$ cat config.mk
export PLATFORM = sky130hd
export DESIGN_NAME = hamm_tx_serial
export DESIGN_NICKNAME = d
export VERILOG_FILES = /design/src/rtl/hamm_pkg.sv /design/src/rtl/hamm_bit_timer.sv /design/src/rtl/hamm_tx_serial.sv
export SDC_FILE = /design/constraint.sdc
export NUM_CORES = 1
export LEC_CHECK = 0
export CAP_MARGIN = 20
export CORE_UTILIZATION = 54
export CTS_BUF_LIST = sky130_fd_sc_hd__clkbuf_8
export DETAILED_ROUTE_END_ITERATION = 16
export PLACE_DENSITY_LB_ADDON = 0.05
export SLEW_MARGIN = 20
export SYNTH_ARGS = -nofsm -noshare
export SYNTH_HDL_FRONTEND = slang
export SYNTH_HIERARCHICAL = 1
export SYNTH_SLANG_ARGS = --single-unit
$ cat constraint.sdc
create_clock -name clk -period 2.7 [get_ports clk]
set_input_delay 0.81 -clock clk [delete_from_list [all_inputs] [get_ports clk]]
set_output_delay 0.81 -clock clk [all_outputs]
set_load 0.03 [all_outputs]
$ cat src/rtl/hamm_pkg.sv
// Shared Hamming(8,4) SECDED definitions: serial transmitter states, codeword
// bit positions and the encoder used by both the transmit and receive sides.
package hamm_pkg;

    typedef enum logic [1:0] {
        IDLE  = 2'd0,
        START = 2'd1,
        DATA  = 2'd2,
        STOP  = 2'd3
    } tx_state_t;

    // Codeword bit positions: c[i] is Hamming position i, c[0] is overall parity.
    localparam int unsigned P0 = 0;
    localparam int unsigned P1 = 1;
    localparam int unsigned P2 = 2;
    localparam int unsigned D0 = 3;
    localparam int unsigned P4 = 4;
    localparam int unsigned D1 = 5;
    localparam int unsigned D2 = 6;
    localparam int unsigned D3 = 7;

    function automatic logic [7:0] hamm_encode(input logic [3:0] d);
        logic [7:0] c;
        c     = '0;
        c[D0] = d[0];
        c[D1] = d[1];
        c[D2] = d[2];
        c[D3] = d[3];
        c[P1] = c[D0] ^ c[D1] ^ c[D3];
        c[P2] = c[D0] ^ c[D2] ^ c[D3];
        c[P4] = c[D1] ^ c[D2] ^ c[D3];
        c[P0] = ^c[7:1];
        return c;
    endfunction

endpackage

$ cat src/rtl/hamm_bit_timer.sv
// Bit-period counter: counts 0..BIT_CYCLES-1 while enabled and flags the last
// cycle of each bit. Held at zero while disabled so every frame starts aligned.
module hamm_bit_timer #(
    parameter int unsigned BIT_CYCLES = 4
) (
    input  logic clk,
    input  logic rst,
    input  logic i_en,
    output logic o_tick
);

    logic [7:0] r_cnt;
    logic       w_last;

    assign w_last = (r_cnt == 8'(BIT_CYCLES - 1));
    assign o_tick = i_en && w_last;

    always_ff @(posedge clk) begin
        if (rst || !i_en || w_last) begin
            r_cnt <= '0;
        end else begin
            r_cnt <= r_cnt + 8'd1;
        end
    end

endmodule

$ cat src/rtl/hamm_tx_serial.sv
// Hamming(8,4) SECDED transmitter: encodes a nibble and sends start, 8 code bits
// LSB first, stop. Define HAMM_TX_ERRINJ_EN to add the err_mask corruption port.
module hamm_tx_serial
    import hamm_pkg::*;
#(
    parameter int unsigned BIT_CYCLES = 4
) (
    input  logic       clk,
    input  logic       rst,
    input  logic [3:0] data_in,
    input  logic       valid_in,
`ifdef HAMM_TX_ERRINJ_EN
    input  logic [7:0] err_mask,
`endif
    output logic       ready_out,
    output logic       tx_out,
    output logic       busy,
    output logic [7:0] code_out,
    output logic       done
);

    tx_state_t  r_state;
    tx_state_t  w_state_nxt;
    logic [2:0] r_idx;
    logic [7:0] r_code;
    logic       r_done;
    logic       w_tick;
    logic       w_accept;
    logic       w_frame_end;
    logic [7:0] w_code_new;

`ifdef HAMM_TX_ERRINJ_EN
    assign w_code_new = hamm_encode(data_in) ^ err_mask;
`else
    assign w_code_new = hamm_encode(data_in);
`endif

    hamm_bit_timer #(
        .BIT_CYCLES(BIT_CYCLES)
    ) u_timer (
        .clk    (clk),
        .rst    (rst),
        .i_en   (r_state != IDLE),
        .o_tick (w_tick)
    );

    always_comb begin
        w_state_nxt = r_state;
        ready_out   = 1'b0;
        tx_out      = 1'b1;
        w_frame_end = 1'b0;
        case (r_state)
            IDLE: begin
                // Reset overrides a simultaneous valid_in, so ready is masked too.
                ready_out = !rst;
                if (valid_in && !rst) begin
                    w_state_nxt = START;
                end
            end
            START: begin
                tx_out = 1'b0;
                if (w_tick) begin
                    w_state_nxt = DATA;
                end
            end
            DATA: begin
                tx_out = r_code[r_idx];
                if (w_tick && (r_idx == 3'd7)) begin
                    w_state_nxt = STOP;
                end
            end
            STOP: begin
                if (w_tick) begin
                    w_state_nxt = IDLE;
                    w_frame_end = 1'b1;
                end
            end
            default: w_state_nxt = IDLE;
        endcase
        w_accept = ready_out && valid_in;
    end

    always_ff @(posedge clk) begin
        if (rst) begin
            r_state <= IDLE;
            r_idx   <= '0;
            r_code  <= '0;
            r_done  <= 1'b0;
        end else begin
            r_state <= w_state_nxt;
            r_done  <= w_frame_end;
            if (w_accept) begin
                r_code <= w_code_new;
            end
            // Index wraps 7 -> 0 on its own, leaving it cleared for the next frame.
            if (r_state == DATA && w_tick) begin
                r_idx <= r_idx + 3'd1;
            end else if (r_state != DATA) begin
                r_idx <= '0;
            end
        end
    end

    assign busy     = (r_state != IDLE);
    assign code_out = r_code;
    assign done     = r_done;

endmodule
==> impl_metrics.csv <==
group,metric,value,unit
yosys,synth_area,1110,um^2
critical_path,worst_path_largest_cell_delay,0.67,ns
yosys,seq_area_frac_synth,39.6,%
sta,worstMarginPinSlew,0.402,ns
floorplanning,core,1940,um^2
yosys,synth_compound_area_share,8.00,%
detailed_routing,wl_per_cell,13.0,um
detailed_routing,num_vias,862,
sta,fmax,386,MHz
critical_path,ff2ff_path_depth,7,
critical_path,cp_data_arrival_time,1.78,ns
critical_path,timing.rr.start,"u_timer/r_cnt[0]",
critical_path,setup.worst_path.class,"reg2out",
yosys,synth.top_cell.area_share,39.6,%
yosys,synthArstFlopShare,0,%
yosys,yosysWarnings,6,
yosys,muxShareOfSynthArea,9.23,%
sta,finalHoldWorstSlack,0.492,ns
critical_path,r2r_slack,0.46,ns
critical_path,cp.required,1.89,ns
critical_path,reg2reg_to,"r_state[1]",
sta,hold_viol,0,
global_routing,antenna_found_initial,0,
run,max_cap_viol_count,0,
power,power.leakage,0.505,nW
critical_path,crit_path_end_kind,"output pin",
finish,area_growth,22.4,%
yosys,synthSimpleGateAreaFrac,22.6,%
detailed_routing,drt_iter0_drc,17,
finish,nNetsFinal,153,
min_path,hold_path_class,"reg2reg",
critical_path,slowest_stage,"clkdlybuf4s50_1",
floorplanning,pin_count,19,
critical_path,cp_common_cell,"inv_1",
yosys,synth_area_leaders,"dfxtp_1 40%, ha_1 7.9%, mux2i_1 7.2%, nand3b_1 5.4%, xnor2_1 4.7%",
finish,antenna_cells,0,
critical_path,critPathMaxFanout,4,
yosys,synth_top_family_by_area,"simple AND/OR/NAND/NOR gates",
critical_path,path_cells,"inv_1 -> ha_1 -> inv_1 -> clkdlybuf4s50_1",
yosys,yosys-top-cells-count,"22 x dfxtp_1, 11 x nor2_1",
sta,rsz0062_at_grt,"no",
detailed_routing,vias_per_cell,5.22,
clocking,clock_path_buffers,2,
detailed_routing,drtAntennaViolNets,0,
finish,stdcell_area,1360,um^2
yosys,synthAdderAreaFrac,7.88,%
global_routing,grt_pass1_vias,772,
detailed_routing,drt-total-wl,2.15,mm
global_routing,grt_pass1_wl,3.20,mm
placed_design,gp_congestion,0.773,
finish,drive_above_1_share,10.1,%
sta,slew_viol_final,0,
yosys,synth_top_cell_by_area,"dfxtp_1",
critical_path,crit_path_end,"busy",
placed_design,placed_cell_area,1310,um^2
clocking,cts_tree,"yes",
yosys,synth_fp_nets,133,
clocking,cts_setup_buffers,0,
clocking,clock_latency,0.26,ns
sta,relSlewSlack,72.8,%
yosys,synthCells,119,
yosys,synth_edf_count,0,
yosys,synth.avg_cell_area,9.34,um^2
clocking,cts.sinks,22,
clocking,cts_buffers,3,
placed_design,portBuffers,18,
global_routing,grt_max_degree,15,
floorplanning,rows,16,
sta,fin_crit_sh,96.0,%
detailed_routing,post-route-drc-count,0,
global_routing,grt-ovfl-total,0,
power,ir_worst_vdd,0.502,mV
power,p_per_area,769,nW/um^2
floorplanning,dieArea,2240,um^2
sta,period_needed,2.59,ns
min_path,hp-start,"u_timer/r_cnt[0]",
sta,setup_violations,0,
critical_path,critPathLaunchType,"register",
sta,clock_skew,0.00246,ns
clocking,hold_buffers,0,
yosys,synthXorXnorAreaFrac,7.88,%
placed_design,hpwl,1.58,mm
yosys,synth_ff_type,"dfxtp_1",
floorplanning,dieWidth,47.4,um
clocking,cts_resized,0,
clocking,h-tree-depth,1,
yosys,synth_most_common_cell,"dfxtp_1",
clocking,path_clk_slew,0.08,ns
run_status,status,"complete, no violations",
yosys,ys_types,27,
critical_path,critPathLaunch,"r_state[0]",
detailed_routing,drt_pass1_iterations,4,
clocking,cts_root_buf,"clkbuf_8",
floorplanning,chipHeight,47.4,um
sta,finalSetupTns,0,ns
yosys,ys_ff_latch,22,
floorplanning,initial_utilization,57.2,%
global_routing,grt.total_usage,21.4,%
per-layer routing:
metal	share of wire [%]	wire [um]	vias up	global-route usage, %
met5	0	0	-	0
met4	2.5	53	0	13.7
met3	3.8	81	5	5.77
met2	43	934	14	31.8
met1	50	1080	398	27.4
li1	-	-	445	-
critical path, delay by kind of cell (launching register included):
kind | cells | cell delay, ns
adder cells (fa/ha/maj) | 1 | 0.26
buffers and inverters | 3 | 0.87
flip-flops | 1 | 0.39
where the power goes:
part | leakage, nW | internal, mW | total [mW] | switching (mW)
registers | 0.179 | 0.367 | 0.405 | 0.0382
logic | 0.297 | 0.172 | 0.404 | 0.231
clock network | 0.0288 | 0.130 | 0.237 | 0.107
kinds of logic after synthesis:
group / after synthesis
buf+inv: 11
fa+ha+maj: 7
simple gates: 47
compound gates: 13
flops: 22
xor+xnor: 10
mux: 9
cell type report:
| type | instances | area [um^2] |
|---|---|---|
| fillers | 162 | 582 |
| repair buffers | 20 | 190 |
| clock buffers | 4 | 55.1 |
| multi-input cells | 86 | 618 |
| well taps | 27 | 33.8 |
| inverters | 6 | 22.5 |
| flip-flops and latches | 22 | 440 |
registers in the layout, indices dropped and copies added, names as in the netlist:
register       flops
r_state            2
done               1
code_out           8
u_timer/r_cnt      8
r_idx              3
per-stage QoR:
stage	power [mW]	instances	setup WS [ns]	util, %
finish	1.05	165	0.109	70.0
global route	1.11	165	0.0248	70.0
CTS	1.05	165	0.110	70.0
detailed placement	0.813	161	0.218	67.2
global placement	0.805	161	0.221	67.2
floorplan	0.673	119	0.281	-
how the worst min path moves through the flow:
stage,to,slack (ns),depth (start not counted)
6_report,u_timer/r_cnt[0],0.49,1
5_1_grt,code_out[7],0.53,2
4_1_cts,u_timer/r_cnt[0],0.49,1
3_5_place_dp,u_timer/r_cnt[0],0.47,1
3_3_place_gp,u_timer/r_cnt[0],0.45,1
2_1_floorplan,u_timer/r_cnt[0],0.44,1
cells in the final DEF, fill, tap and decap left out, drive strengths merged:
cell type      instances
nor2b                  1
clkdlybuf4s50         16
nor2                  11
inv                    6
nand2                  8
o21ba                  1
mux2i                  8
nor4b                  1
xor2                   4
dfxtp                 22
ha                     7
nand2b                 2
clkbuf                 4
nand3b                 8
xnor2                  6
a21oi                  3
or3                    3
buf                    4
a211o                  1
nand3                  8
nor3                   3
a221oi                 1
o21ai                  7
and3                   1
mux4                   1
nand4                  1
(Power assumes the default switching activity.)
